$ cat src/rtl/sw_debounce_pulse.sv
// sw_debounce_pulse: conditioning stage for the board's active-low push switches.
// Each channel is synchronised with two flops, debounced by a hold-time
// counter with a RELEASED/PRESSED state machine, and turned into a clean level
// plus one-cycle press and release strobes.
// Define AUTO_REPEAT_EN to add a typematic repeat strobe per channel. Without
// it, sw_repeat is tied low and no repeat counters exist.

module sw_debounce_pulse #(
   parameter int N_SW            = 3,
   parameter int DEBOUNCE_CYCLES = 12000,
   parameter int REPEAT_DELAY    = 6000000,
   parameter int REPEAT_RATE     = 1200000
) (
   input  logic            clk,
   input  logic            rst,
   input  logic [N_SW-1:0] sw_n,
   output logic [N_SW-1:0] sw_level,
   output logic [N_SW-1:0] sw_press,
   output logic [N_SW-1:0] sw_release,
   output logic [N_SW-1:0] sw_repeat
);

   // The counter only has to reach DEBOUNCE_CYCLES-1, so it never wraps.
   localparam int               CNT_W    = $clog2(DEBOUNCE_CYCLES);
   localparam logic [CNT_W-1:0] CNT_LAST = CNT_W'(DEBOUNCE_CYCLES - 1);

   typedef enum logic {
      RELEASED = 1'b0,
      PRESSED  = 1'b1
   } db_state_t;

   logic [N_SW-1:0]  r_sync1;
   logic [N_SW-1:0]  r_sync2;     // raw_s: synchronised, still active-low
   db_state_t        r_state     [N_SW];
   db_state_t        w_state_nxt [N_SW];
   logic [CNT_W-1:0] r_cnt       [N_SW];
   logic [CNT_W-1:0] w_cnt_nxt   [N_SW];
   logic [N_SW-1:0]  w_rise;
   logic [N_SW-1:0]  w_fall;
   logic [N_SW-1:0]  r_press;
   logic [N_SW-1:0]  r_release;

   // Two-flop synchroniser; reset to 1 so a reset looks like "all released".
   always_ff @(posedge clk or posedge rst) begin
      if (rst) begin
         r_sync1 <= '1;
         r_sync2 <= '1;
      end else begin
         // NOTE: non-blocking assignments here let r_sync2 take the old
         // r_sync1; blocking ones would collapse the two stages into one.
         r_sync1 <= sw_n;
         r_sync2 <= r_sync1;
      end
   end

   // State register: debounce state and hold-time counter per channel.
   always_ff @(posedge clk or posedge rst) begin
      if (rst) begin
         for (int i = 0; i < N_SW; i++) begin
            r_state[i] <= RELEASED;
            r_cnt[i]   <= '0;
         end
      end else begin
         for (int i = 0; i < N_SW; i++) begin
            r_state[i] <= w_state_nxt[i];
            r_cnt[i]   <= w_cnt_nxt[i];
         end
      end
   end

   // Next state: count consecutive mismatching samples, flip on the last one.
   always_comb begin
      for (int i = 0; i < N_SW; i++) begin
         // NOTE: every output of this block gets a default first, so no path
         // leaves a value unassigned and no latch is inferred.
         w_state_nxt[i] = r_state[i];
         w_cnt_nxt[i]   = '0;
         w_rise[i]      = 1'b0;
         w_fall[i]      = 1'b0;
         if ((~r_sync2[i]) != (r_state[i] == PRESSED)) begin
            if (r_cnt[i] == CNT_LAST) begin
               w_state_nxt[i] = (r_state[i] == PRESSED) ? RELEASED : PRESSED;
               w_rise[i]      = (r_state[i] == RELEASED);
               w_fall[i]      = (r_state[i] == PRESSED);
            end else begin
               w_cnt_nxt[i] = r_cnt[i] + 1'b1;
            end
         end
      end
   end

   // Strobes are registered on the same edge the state flips, so they line up with the level.
   always_ff @(posedge clk or posedge rst) begin
      if (rst) begin
         r_press   <= '0;
         r_release <= '0;
      end else begin
         r_press   <= w_rise;
         r_release <= w_fall;
      end
   end

   // Outputs: the level is a decode of the state flop; strobes come straight from flops.
   always_comb begin
      for (int i = 0; i < N_SW; i++) begin
         sw_level[i] = (r_state[i] == PRESSED);
      end
      sw_press   = r_press;
      sw_release = r_release;
   end

`ifdef AUTO_REPEAT_EN
   localparam int REP_MAX = (REPEAT_DELAY > REPEAT_RATE) ? REPEAT_DELAY : REPEAT_RATE;
   localparam int REP_W   = $clog2(REP_MAX + 1);
   localparam logic [REP_W-1:0] REP_FIRST = REP_W'(REPEAT_DELAY - 1);
   localparam logic [REP_W-1:0] REP_NEXT  = REP_W'(REPEAT_RATE - 1);

   logic [REP_W-1:0] r_rep_cnt [N_SW];
   logic [N_SW-1:0]  r_rep_armed;   // set once the first (long) delay has elapsed
   logic [N_SW-1:0]  r_repeat;

   // Typematic timer: restarts on press, idles while released or releasing.
   always_ff @(posedge clk or posedge rst) begin
      if (rst) begin
         for (int i = 0; i < N_SW; i++) begin
            r_rep_cnt[i] <= '0;
         end
         r_rep_armed <= '0;
         r_repeat    <= '0;
      end else begin
         for (int i = 0; i < N_SW; i++) begin
            if (r_state[i] != PRESSED || w_fall[i]) begin
               r_rep_cnt[i]   <= '0;
               r_rep_armed[i] <= 1'b0;
               r_repeat[i]    <= 1'b0;
            end else if (r_rep_cnt[i] == (r_rep_armed[i] ? REP_NEXT : REP_FIRST)) begin
               r_rep_cnt[i]   <= '0;
               r_rep_armed[i] <= 1'b1;
               r_repeat[i]    <= 1'b1;
            end else begin
               r_rep_cnt[i]   <= r_rep_cnt[i] + 1'b1;
               r_repeat[i]    <= 1'b0;
            end
         end
      end
   end

   assign sw_repeat = r_repeat;
`else
   logic w_unused_repeat_cfg;
   assign w_unused_repeat_cfg = |{REPEAT_DELAY, REPEAT_RATE};
   assign sw_repeat = '0;
`endif

endmodule

$ cat config.mk
export PLATFORM = sky130hd
export DESIGN_NAME = sw_debounce_pulse
export DESIGN_NICKNAME = d
export VERILOG_FILES = /design/src/rtl/sw_debounce_pulse.sv
export SDC_FILE = /design/constraint.sdc
export NUM_CORES = 1
export LEC_CHECK = 0
export CORE_MARGIN = 5
export CORE_UTILIZATION = 55
export DETAILED_ROUTE_END_ITERATION = 16
export HOLD_SLACK_MARGIN = 0.15
export PLACE_DENSITY = 0.75
export SYNTH_ARGS = -nofsm -noshare
export SYNTH_HDL_FRONTEND = slang
export SYNTH_SLANG_ARGS = --single-unit
$ cat constraint.sdc
create_clock -name clk -period 2.29 [get_ports clk]
set_input_delay 0.5725 -clock clk [delete_from_list [all_inputs] [get_ports clk]]
set_output_delay 0.5725 -clock clk [all_outputs]
set_load 0.02 [all_outputs]
# Word-level counts from Yosys, hierarchy flattened
# Index checks and enable logic that the tools add are counted.
word_totals:
  register_bits: 57
  inputBits: 5
  out_inout_bits: 12
  elab_cells: 49
op_classes:
  n_addsub: 3
  n_eq_ne: 6
  mux: 21
  n_bitwise: 6
  n_reduce_logical: 3
ops:
  columns: ["op", "count"]
  rows:
  - ["14-bit two-way mux", 6]
  - ["14-bit by 1-bit adder with 14-bit output (second input constant)", 3]
  - ["14-bit equality test (second input constant)", 3]
  - ["1-bit two-way mux", 15]
  - ["1-bit NOT", 6]
  - ["2-bit AND reduction", 3]
  - ["1-bit inequality test", 3]

# Depth between registers and ports, before layout
depth:
  ltp_word: 3
  ltp_mapped: 6
  ltp_nobuf: 5

# Worst setup path before layout
# Ideal clock, no wire load.
synth_timing:
  path_type: "register -> register"
  start: "register r_cnt[14] in the netlist's numbering"
  end: "register r_cnt[25] in the netlist's numbering"
  setup_ps: 69
  arrival_time_ps: 1545
  required_ps: 2221
  path_slack_ps: 676
  stages_incl_launch_ff: 7
  path_buffers: 1
  period_less_slack_ps: 1614
  path_cell_list: "dfrtp_1 > ha_1 > and3_1 > and4_4 > or2_4 > buf_8 > nor2_2"
synth_rtl:
  columns: ["item", "line", "rtl"]
  rows:
  - ["start: declaration", "36", "logic [CNT_W-1:0] r_cnt [N_SW];"]
  - ["start signal: indexed assignment", "66", "r_cnt[i] <= w_cnt_nxt[i];"]

# Worst setup path after layout
layout_timing:
  start: "register r_state, in the netlist sw_level[1]"
  end: "output port sw_level[1]"
layout_rtl:
  columns: ["item", "line", "rtl"]
  rows:
  - ["start: declaration", "34", "db_state_t r_state [N_SW];"]
  - ["start signal: indexed assignment", "65", "r_state[i] <= w_state_nxt[i];"]
  - ["end: declaration", "17", "output logic [N_SW-1:0] sw_level,"]
# No word-level cell between the ends.

==> impl_results.md <==
- Clock Power Share: 42.1%
- Core area: 4720 sq um
- Gates resized, CTS repair: 0
- Routability Congestion: between 0.8 and 0.9
- # port buffers: 13
- Highest net fanout along the worst path: 5
- Run status: finished clean
- # Post-CTS Setup Buffers: 0
- Nets@finish: about 280
- Remaining antenna violation count after routing: 0
- Initial DRC Count: 86
- Switching power as a share of total power: a little under a quarter
- Fraction of power consumed by sequential logic: 53.7%
- Number of antenna cells inserted: 0
- Height of the die: about 80 um
- Final core utilization: around 64%
- Highest signal layer in the routed design: met4
- Clock edge transition at the registers on the reported setup and hold paths: around 70 ps
- Worst skew pair latency: 330 ps
- Netlist area before placement: 2660 sq um
- Number of cells in the design after placement: 320
- Die width: between 70 and 80 um
- Delay contributed by the slowest stage of the critical path: 640 ps
- Clock Tree Buf Depth: 2
- Ratio of cells with drive above 1 in the final layout: 17.1%
- Number of ports placed on the die boundary: 17
- Clock tree from TritonCTS: built
- Number of max-slew violations in the final report: 0
- Peak ir drop on the vdd network: 0.435 mV
- Arrival @ worst endpoint: 1400 ps
- Number of remaining DRC errors: 0
- Die area: between 6000 and 7000 sq um
- Crit path setup slack, layout: 321 ps
- Vias in the first global route: around 1,800
- Cell internal pwr: 1.50 mW
- Power consumption: 1.97 mW
- CTS Sinks: 57
- Buffers and inverters on the worst path: 1
- Setup CP Type: reg2out
- Crit-path slowest cell: sky130_fd_sc_hd__clkdlybuf4s50_1
- Cells traversed along the worst timing path: clkdlybuf4s50_1
- Pre-antenna DRT Iters: 4
- Routed length on met2: 1940 um
- Max Clk Rate: 508 MHz
- Post-Syn Instances: 242
- Initial antenna violation count: 0
- Final worst-path cycle share: 86.0%
- Startpoint types: flip-flop
- Cell variety after synth: 37
- Inserted Clock Buffers: 9
- Routed via count divided by cell count: a little over 5
- Largest net degree at the start of global routing: 31
- Total Wirelength: 4150 um
- Final routed wire length divided by cell count: 12.4 um
- Number of rows in the core area: 25
- Area of all placed cells without fillers: 3040 sq um
- Synthesized area divided by synthesized cell count: around 11 sq um
- Routed length on met1: 1990 um
- Share of synthesized area occupied by flip-flops and latches: 53.9%
- Area of placed instances: 2860 sq um
- Setup skew after layout: 9.68 ps
- Setup slack after placement: 516 ps
- Wire length of the first global-routing pass: between 7000 and 8000 um
- Overall Global Routing Usage: 15.9%
- Final count of hold timing violations: 0
- Required time at the endpoint of the critical path: 1720 ps
- Max-cap violation count: 0
- Final Instance Count excl. Fillers: 336
- Detail Placement HPWL: 2950 um
- DR vias: 1,707
- Leakage dissipation: 1.35 nW
- GRT overflow: 0
- Number of synthesized register bits: 57
- Area Growth Syn to Fin: 14.4%
- Element type at the critical path end: primary output
- YS warnings: 0
- Setup repair after global routing missed its margin: no
- Worst Hold Margin: 355 ps
- H-tree levels: 3
- Power density cells: ~650 nW/um^2
- Portion of total power attributed to combinational logic: 4.2%
- Starting Density: 56.3%
- CTS Hold Buffers Added: 0
- Total setup violations reported at the end of the flow: 0
- Type of the most critical hold path: reg2reg
- Detailed route wirelength on metal3: 176 um
- Cell at the root of the clock tree: sky130_fd_sc_hd__clkbuf_8
- Net switching power: approximately 460 uW
- Critical path's top delay family: buffers and inverters
- Minimum clock period: 1970 ps
- Final-layout setup total negative slack: 0 ps
## logic make-up (layout without fill, tap and decap cells)
family | after synthesis | after routing | synth area share (%)
AND/OR/NAND/NOR | 120 | 120 | 26.0
flip-flops | 57 | 57 | 53.9
XOR/XNOR | 37 | 37 | 12.2
buffers and inverters | 13 | 38 | 2.91
AO/OA/AOI/OAI | 7 | 7 | 1.74
adder cells (fa/ha/maj) | 6 | 6 | 2.82
other | 1 | 3 | 0.141
multiplexers | 1 | 1 | 0.376
## registers in the layout, indices dropped and copies added, names as in the netlist
name	flops
r_cnt	42
r_sync1	3
r_sync2	3
sw_level	3
sw_press	3
sw_release	3
## final timing paths
| check | cells after the start | endpoint | startpoint | slack (ps) |
|---|---|---|---|---|
| worst max-delay path | 1 | sw_level[1] | sw_level[1] | 320 |
| worst min-delay path | 0 | r_sync2[0] | r_sync1[0] | 360 |
| worst max register to register | 5 | r_cnt[13] | r_cnt[0] | 510 |
| worst min register to register | 0 | r_sync2[0] | r_sync1[0] | 360 |
| max in group asynchronous | 3 | r_sync1[0] | rst | 1200 |
| min in group asynchronous | 2 | sw_release[1] | rst | 520 |
## cell type report
type	count	area [sq um]
Clock buffer	11	151
Clock inverter	5	30.0
Fill cell	361	1680
Inverter	6	22.5
Multi-Input combinational cell	174	1160
Sequential cell	57	1430
Tap cell	67	83.8
Timing Repair Buffer	16	165
## per-layer routing
metal,vias to the layer above,track usage [%]
met4,0,6.36
met2,29,24.4
met3,5,5.76
li1,867,-
met5,-,0
met1,806,20.4
## cells in the final DEF, fill, tap and decap left out, types with 11 or more instances in the layout
cell	n
sky130_fd_sc_hd__clkbuf_8	11
sky130_fd_sc_hd__xor2_1	21
sky130_fd_sc_hd__dfrtp_1	51
sky130_fd_sc_hd__nand4_1	12
sky130_fd_sc_hd__nand2_1	11
sky130_fd_sc_hd__nand3_1	16
sky130_fd_sc_hd__xnor2_1	16
sky130_fd_sc_hd__nor2_1	30
sky130_fd_sc_hd__and3_1	16
sky130_fd_sc_hd__clkdlybuf4s50_1	13
## power by group through the flow
| stage | Clock [mW] | Sequential (mW) | Combinational (mW) |
|---|---|---|---|
| final | 0.827 | 1.05 | 0.0827 |
| after global routing | 0.905 | 1.06 | 0.0971 |
| after CTS | 0.861 | 1.05 | 0.0854 |
| after detailed placement | 0 | 1.07 | 0.0849 |
| after global placement | 0 | 1.07 | 0.0855 |
| after floorplan | 0 | 1.07 | 0.0659 |
## Yosys cell counts
library cell | count | share of area (%)
sky130_fd_sc_hd__nand4_2 | 1 | 0.47
sky130_fd_sc_hd__and2_1 | 3 | 0.71
sky130_fd_sc_hd__ha_1 | 6 | 2.8
sky130_fd_sc_hd__or4_4 | 1 | 0.42
sky130_fd_sc_hd__nor3_1 | 7 | 1.3
sky130_fd_sc_hd__conb_1 | 1 | 0.14
sky130_fd_sc_hd__dfrtp_1 | 51 | 48
sky130_fd_sc_hd__xor2_1 | 21 | 6.9
sky130_fd_sc_hd__nand2_1 | 11 | 1.6
sky130_fd_sc_hd__and4_2 | 1 | 0.38
sky130_fd_sc_hd__xnor2_1 | 16 | 5.3
sky130_fd_sc_hd__nand4_4 | 1 | 0.80
sky130_fd_sc_hd__mux2i_1 | 1 | 0.38
sky130_fd_sc_hd__nor4b_1 | 3 | 0.99
sky130_fd_sc_hd__inv_1 | 6 | 0.85
sky130_fd_sc_hd__buf_8 | 1 | 0.56
sky130_fd_sc_hd__nor2_1 | 30 | 4.2
sky130_fd_sc_hd__o21ba_2 | 1 | 0.38
sky130_fd_sc_hd__or2_1 | 1 | 0.24
sky130_fd_sc_hd__and4_1 | 1 | 0.33
sky130_fd_sc_hd__nor2_4 | 2 | 0.85
sky130_fd_sc_hd__o21ai_0 | 3 | 0.56
sky130_fd_sc_hd__and3_1 | 16 | 3.8
sky130_fd_sc_hd__nor4_1 | 1 | 0.24
sky130_fd_sc_hd__a21oi_2 | 1 | 0.33
sky130_fd_sc_hd__nand3_1 | 16 | 3.0
sky130_fd_sc_hd__dfstp_2 | 6 | 5.9
sky130_fd_sc_hd__nor4_2 | 2 | 0.94
sky130_fd_sc_hd__o21ai_1 | 1 | 0.19
sky130_fd_sc_hd__or2_4 | 1 | 0.33
sky130_fd_sc_hd__buf_2 | 2 | 0.38
sky130_fd_sc_hd__nor2_2 | 8 | 1.9
sky130_fd_sc_hd__o31ai_1 | 1 | 0.28
sky130_fd_sc_hd__nor3b_1 | 1 | 0.28
sky130_fd_sc_hd__nand4_1 | 12 | 2.8
sky130_fd_sc_hd__buf_4 | 4 | 1.1
sky130_fd_sc_hd__and4_4 | 1 | 0.42
No activity file was read; power rests on OpenSTA's default activity.
